**src/rtl/uart_rx.sv**
```systemverilog
// 8N1 UART receiver: two-flop synchroniser, mid-bit start qualification,
// centre sampling of data and stop bits, one-cycle valid / framing-error strobes.
module uart_rx #(
  parameter int unsigned BAUD_COUNT = 104,
  parameter int unsigned HALF_COUNT = BAUD_COUNT / 2
) (
  input  logic       clk,
  input  logic       reset_n,
  input  logic       RX_LINE,
  output logic [7:0] DATA,
  output logic       DATA_VALID,
  output logic       FRAME_ERR,
  output logic       BUSY
);

  localparam int unsigned CNT_W  = 7;
  localparam int unsigned IDX_W  = 4;
  localparam int unsigned DATA_W = 8;

  localparam logic [CNT_W-1:0] BAUD_LAST = CNT_W'(BAUD_COUNT - 1);
  localparam logic [CNT_W-1:0] HALF_LAST = CNT_W'(HALF_COUNT - 1);
  localparam logic [IDX_W-1:0] IDX_LAST  = IDX_W'(DATA_W - 1);

  typedef enum logic [2:0] {
    ST_WAIT_HIGH,
    ST_IDLE,
    ST_START,
    ST_BITS,
    ST_STOP
  } state_t;

  state_t              state_q, state_d;
  logic                s1_q, s1_d;
  logic                s2_q, s2_d;
  logic [CNT_W-1:0]    cnt_q, cnt_d;
  logic [IDX_W-1:0]    idx_q, idx_d;
  logic [DATA_W-1:0]   shift_q, shift_d;
  logic [DATA_W-1:0]   data_q, data_d;
  logic                data_valid_q, data_valid_d;
  logic                frame_err_q, frame_err_d;
  logic                busy_q, busy_d;

  // State and datapath registers; synchronous active-low reset aborts any frame.
  always_ff @(posedge clk) begin
    if (!reset_n) begin
      state_q      <= ST_WAIT_HIGH;
      s1_q         <= 1'b1;
      s2_q         <= 1'b1;
      cnt_q        <= '0;
      idx_q        <= '0;
      shift_q      <= '0;
      data_q       <= '0;
      data_valid_q <= 1'b0;
      frame_err_q  <= 1'b0;
      busy_q       <= 1'b0;
    end else begin
      state_q      <= state_d;
      s1_q         <= s1_d;
      s2_q         <= s2_d;
      cnt_q        <= cnt_d;
      idx_q        <= idx_d;
      shift_q      <= shift_d;
      data_q       <= data_d;
      data_valid_q <= data_valid_d;
      frame_err_q  <= frame_err_d;
      busy_q       <= busy_d;
    end
  end

  // Next-state and datapath logic; every decision looks only at the synchronised s2.
  always_comb begin
    state_d      = state_q;
    s1_d         = RX_LINE;
    s2_d         = s1_q;
    cnt_d        = cnt_q;
    idx_d        = idx_q;
    shift_d      = shift_q;
    data_d       = data_q;
    data_valid_d = 1'b0;
    frame_err_d  = 1'b0;

    case (state_q)
      // A line held low (break, or low out of reset) must go high before a start counts.
      ST_WAIT_HIGH: begin
        if (s2_q) state_d = ST_IDLE;
      end

      ST_IDLE: begin
        if (!s2_q) begin
          state_d = ST_START;
          cnt_d   = '0;
        end
      end

      // Re-check the line at the middle of the start bit to reject glitches.
      ST_START: begin
        if (cnt_q == HALF_LAST) begin
          cnt_d = '0;
          if (s2_q) begin
            state_d = ST_IDLE;
          end else begin
            state_d = ST_BITS;
            idx_d   = '0;
          end
        end else begin
          cnt_d = cnt_q + CNT_W'(1);
        end
      end

      ST_BITS: begin
        if (cnt_q == BAUD_LAST) begin
          cnt_d                = '0;
          shift_d[idx_q[2:0]]  = s2_q;
          idx_d                = idx_q + IDX_W'(1);
          if (idx_q == IDX_LAST) state_d = ST_STOP;
        end else begin
          cnt_d = cnt_q + CNT_W'(1);
        end
      end

      // Returning to IDLE on the stop sample lets a back-to-back start be caught at once.
      ST_STOP: begin
        if (cnt_q == BAUD_LAST) begin
          cnt_d = '0;
          if (s2_q) begin
            data_d       = shift_q;
            data_valid_d = 1'b1;
            state_d      = ST_IDLE;
          end else begin
            frame_err_d  = 1'b1;
            state_d      = ST_WAIT_HIGH;
          end
        end else begin
          cnt_d = cnt_q + CNT_W'(1);
        end
      end

      default: begin
        state_d = ST_WAIT_HIGH;
      end
    endcase

    busy_d = (state_d == ST_START) || (state_d == ST_BITS) || (state_d == ST_STOP);
  end

  assign DATA       = data_q;
  assign DATA_VALID = data_valid_q;
  assign FRAME_ERR  = frame_err_q;
  assign BUSY       = busy_q;

endmodule

```
**config.mk**
```make
export PLATFORM = sky130hd
export DESIGN_NAME = uart_rx
export DESIGN_NICKNAME = d
export VERILOG_FILES = /design/src/rtl/uart_rx.sv
export SDC_FILE = /design/constraint.sdc
export NUM_CORES = 1
export LEC_CHECK = 0
export CORE_ASPECT_RATIO = 0.75
export CORE_MARGIN = 3
export CORE_UTILIZATION = 55
export CTS_BUF_LIST = sky130_fd_sc_hd__clkbuf_8
export DETAILED_ROUTE_END_ITERATION = 10
export DONT_BUFFER_PORTS = 1
export PLACE_DENSITY = 0.73
export SLEW_MARGIN = 20
export SYNTH_ARGS = -nofsm -noshare
export SYNTH_HDL_FRONTEND = slang
export SYNTH_SLANG_ARGS = --single-unit
```
**constraint.sdc**
```tcl
create_clock -name clk -period 2.17 [get_ports clk]
set_input_delay 0.3255 -clock clk [delete_from_list [all_inputs] [get_ports clk]]
set_output_delay 0.3255 -clock clk [all_outputs]
set_load 0.01 [all_outputs]
```
==> results.sh <==
export IMPL_track_usage=0.183
export IMPL_status="finished clean"
export IMPL_ir_worst_vdd_mv=0.440
export IMPL_die_area_sq_um=3540
export IMPL_port_buffers=0
export IMPL_leakage_nw=0.622
export IMPL_drtAntennaViolNets=0
export IMPL_dp_slack_ps=174
export IMPL_gp_congestion=0.778
export IMPL_post_cts_resized=0
export IMPL_r2r_start="cnt_q[0]"
export IMPL_drive_gt1_frac=0.0955
export IMPL_clockBufferDepth=2
export IMPL_ios=14
export IMPL_setup_violations=0
export IMPL_mostFrequentLayoutCells="dfxtp_1, nand2_1, nor2b_1, mux2i_1, nand3_1"
export IMPL_grt_pass1_vias=1060
export IMPL_synth_area_leaders="dfxtp_1, mux2i_1, nor2b_1"
export IMPL_tns_ps=0
export IMPL_drtPass1Iterations=4
export IMPL_final_common_cell="dfxtp_1"
export IMPL_synth_edf_count=0
export IMPL_hold_violations=0
export IMPL_worst_pin_slew_ps=413
export IMPL_rsz0062_at_grt="no"
export IMPL_htreeDepth=2
export IMPL_synthArstFlopShare=0
export IMPL_die_w_um=67.7
export IMPL_root_buffer="clkbuf_8"
export IMPL_grt_antenna_before_repair=0
export IMPL_crit_path_end_kind="flip-flop"
export IMPL_cp_arrival_ps=2180
export IMPL_clkLatencyLatePin_ps=280
export IMPL_fin_total_pwr_mw=1.19
export IMPL_drv_cap=0
export IMPL_cts_sinks=35
export IMPL_fmax_ghz=0.500
export IMPL_ys_seq_area_frac=0.447
export IMPL_cp_data_required_time_ps=2350
export IMPL_multiInputGateArea_sq_um=841
export IMPL_synth_top_area_frac=0.447
export IMPL_dr_total_vias=1190
export IMPL_cts_buffers=5
export IMPL_syn_area_sq_um=1570
export IMPL_synth_warning_count=0
export IMPL_regArea_sq_um=701
export IMPL_syn_avg_cell_area_sq_um=9.18
export IMPL_coreArea_sq_um=2660
export IMPL_fin_util=0.648
export IMPL_skew_ps=5.47
export IMPL_clkSlewWorstSetupHoldPaths_ps=70
export IMPL_cts_tree="done"
export IMPL_hold_slack_ps=114
export IMPL_slew_violations=0
export IMPL_drc_errors=0
export IMPL_diodes=0
export IMPL_synth_cells=171
export IMPL_path_class="reg -> reg"
export IMPL_ys_flop_type="dfxtp_1"
export IMPL_syn_nets=176
export IMPL_finalNetCount=182
export IMPL_grt_max_degree=27
export IMPL_wl_mm=2.93
export IMPL_yosysTopAreaCell="dfxtp_1"
export IMPL_slew_headroom=0.723
export IMPL_vias_per_cell=5.56
export IMPL_fin_crit_sh=0.922
export IMPL_overflow=0
export IMPL_grt_pass1_wl_mm=4.77
export IMPL_cts_hold_buffers_added=0
export IMPL_start_kind="flip-flop"
export IMPL_cp_max_fo=6
export IMPL_min_path_type="in -> reg"
export IMPL_area_growth_syn_to_layout_pct=9.89
export IMPL_routedWlPerCell_um=13.7
export IMPL_startpoint="cnt_q[0]"
export IMPL_drt_iter0_drc=90
export IMPL_fin_crit_ps=2000
export IMPL_synth_cell_types=37
export IMPL_cellPowerDensity_nw_per_um2=692
export IMPL_rows=16
export IMPL_dpl_hpwl_mm=2.03
export IMPL_n_fill_cell=210
export IMPL_synth_seq_cells=35
export IMPL_die_h_um=52.3
export IMPL_hold_start="reset_n"
export IMPL_initial_utilization=0.589
export IMPL_timing_final_ws_setup_ps=169
## metal layers
layer,wire (um),vias up,global-route usage
li1,-,606,-
met1,1520,558,0.257
met2,1220,20,0.262
met3,143,6,0.0558
met4,45,0,0.0707
met5,0,-,0
## Yosys cell counts, drive strengths merged, types with 3 or more instances
library cell and count:
nand3 11, nor2b 15, nand2 18, a21oi 8
xnor2 6, nor3 3, clkbuf 4, dfxtp 35
nand3b 3, o21ai 12, or3 3, mux2i 14
nor2 11
## final cells by class
class                   count  share of cell area
repair buffers              5              0.0218
multi-input cells         130               0.488
clock buffers               7              0.0559
well taps                  36              0.0261
clock inverters             1             0.00218
flip-flops and latches     35               0.406
## critical path: stages (launching register included)
cell and delay (ps):
dfxtp_1 380, ha_1 250, nand3b_1 200, buf_4 200, nor4_2 290, buf_4 200, nand4_1 140, mux2i_1 180
nor2b_1 60
## sequential cells by signal (all words and copies together) (netlist names)
signal / cells
DATA_VALID: 1
cnt_q: 7
state_q: 3
BUSY: 1
shift_q: 8
DATA: 8
FRAME_ERR: 1
s1_q: 1
s2_q: 1
idx_q: 4
## repair_timing
| item | CTS | global route |
|---|---|---|
| endpoints found under the setup margin | 0 | 6 |
| endpoints found under the hold margin | 0 | 0 |
| buffers inserted | 0 | 2 |
## cell families after synthesis
logic type	Yosys count	synth area share
buffers and inverters	6	0.0175
adders and majority gates	2	0.0159
AOI/OAI and AO/OA	26	0.0909
and+or+nand+nor	81	0.301
xor gates and xnor gates	7	0.0391
muxes	14	0.0893
DFF	35	0.447
## through the flow
step	area, sq um	std cells
2_1_floorplan	1570	171
3_3_place_gp	1610	204
3_5_place_dp	1610	204
4_1_cts	1710	212
5_1_grt	1720	214
6_report	1720	214
## path summary, 6_finish.rpt
kind,endpoint,slack [ps],cells after the start
worst max register to register,shift_q[7],170,8
worst max-delay path,shift_q[7],170,8
worst min register to register,s2_q,420,1
worst min-delay path,s2_q,110,1
## where the power goes
part | switching, mW | leakage (nW) | total [mW] | internal (mW)
Sequential | 0.0114 | 0.283 | 0.660 | 0.649
Clock | 0.215 | 0.0557 | 0.499 | 0.285
Combinational | 0.0177 | 0.284 | 0.0339 | 0.0162
Power figures use the tool's default switching activity.
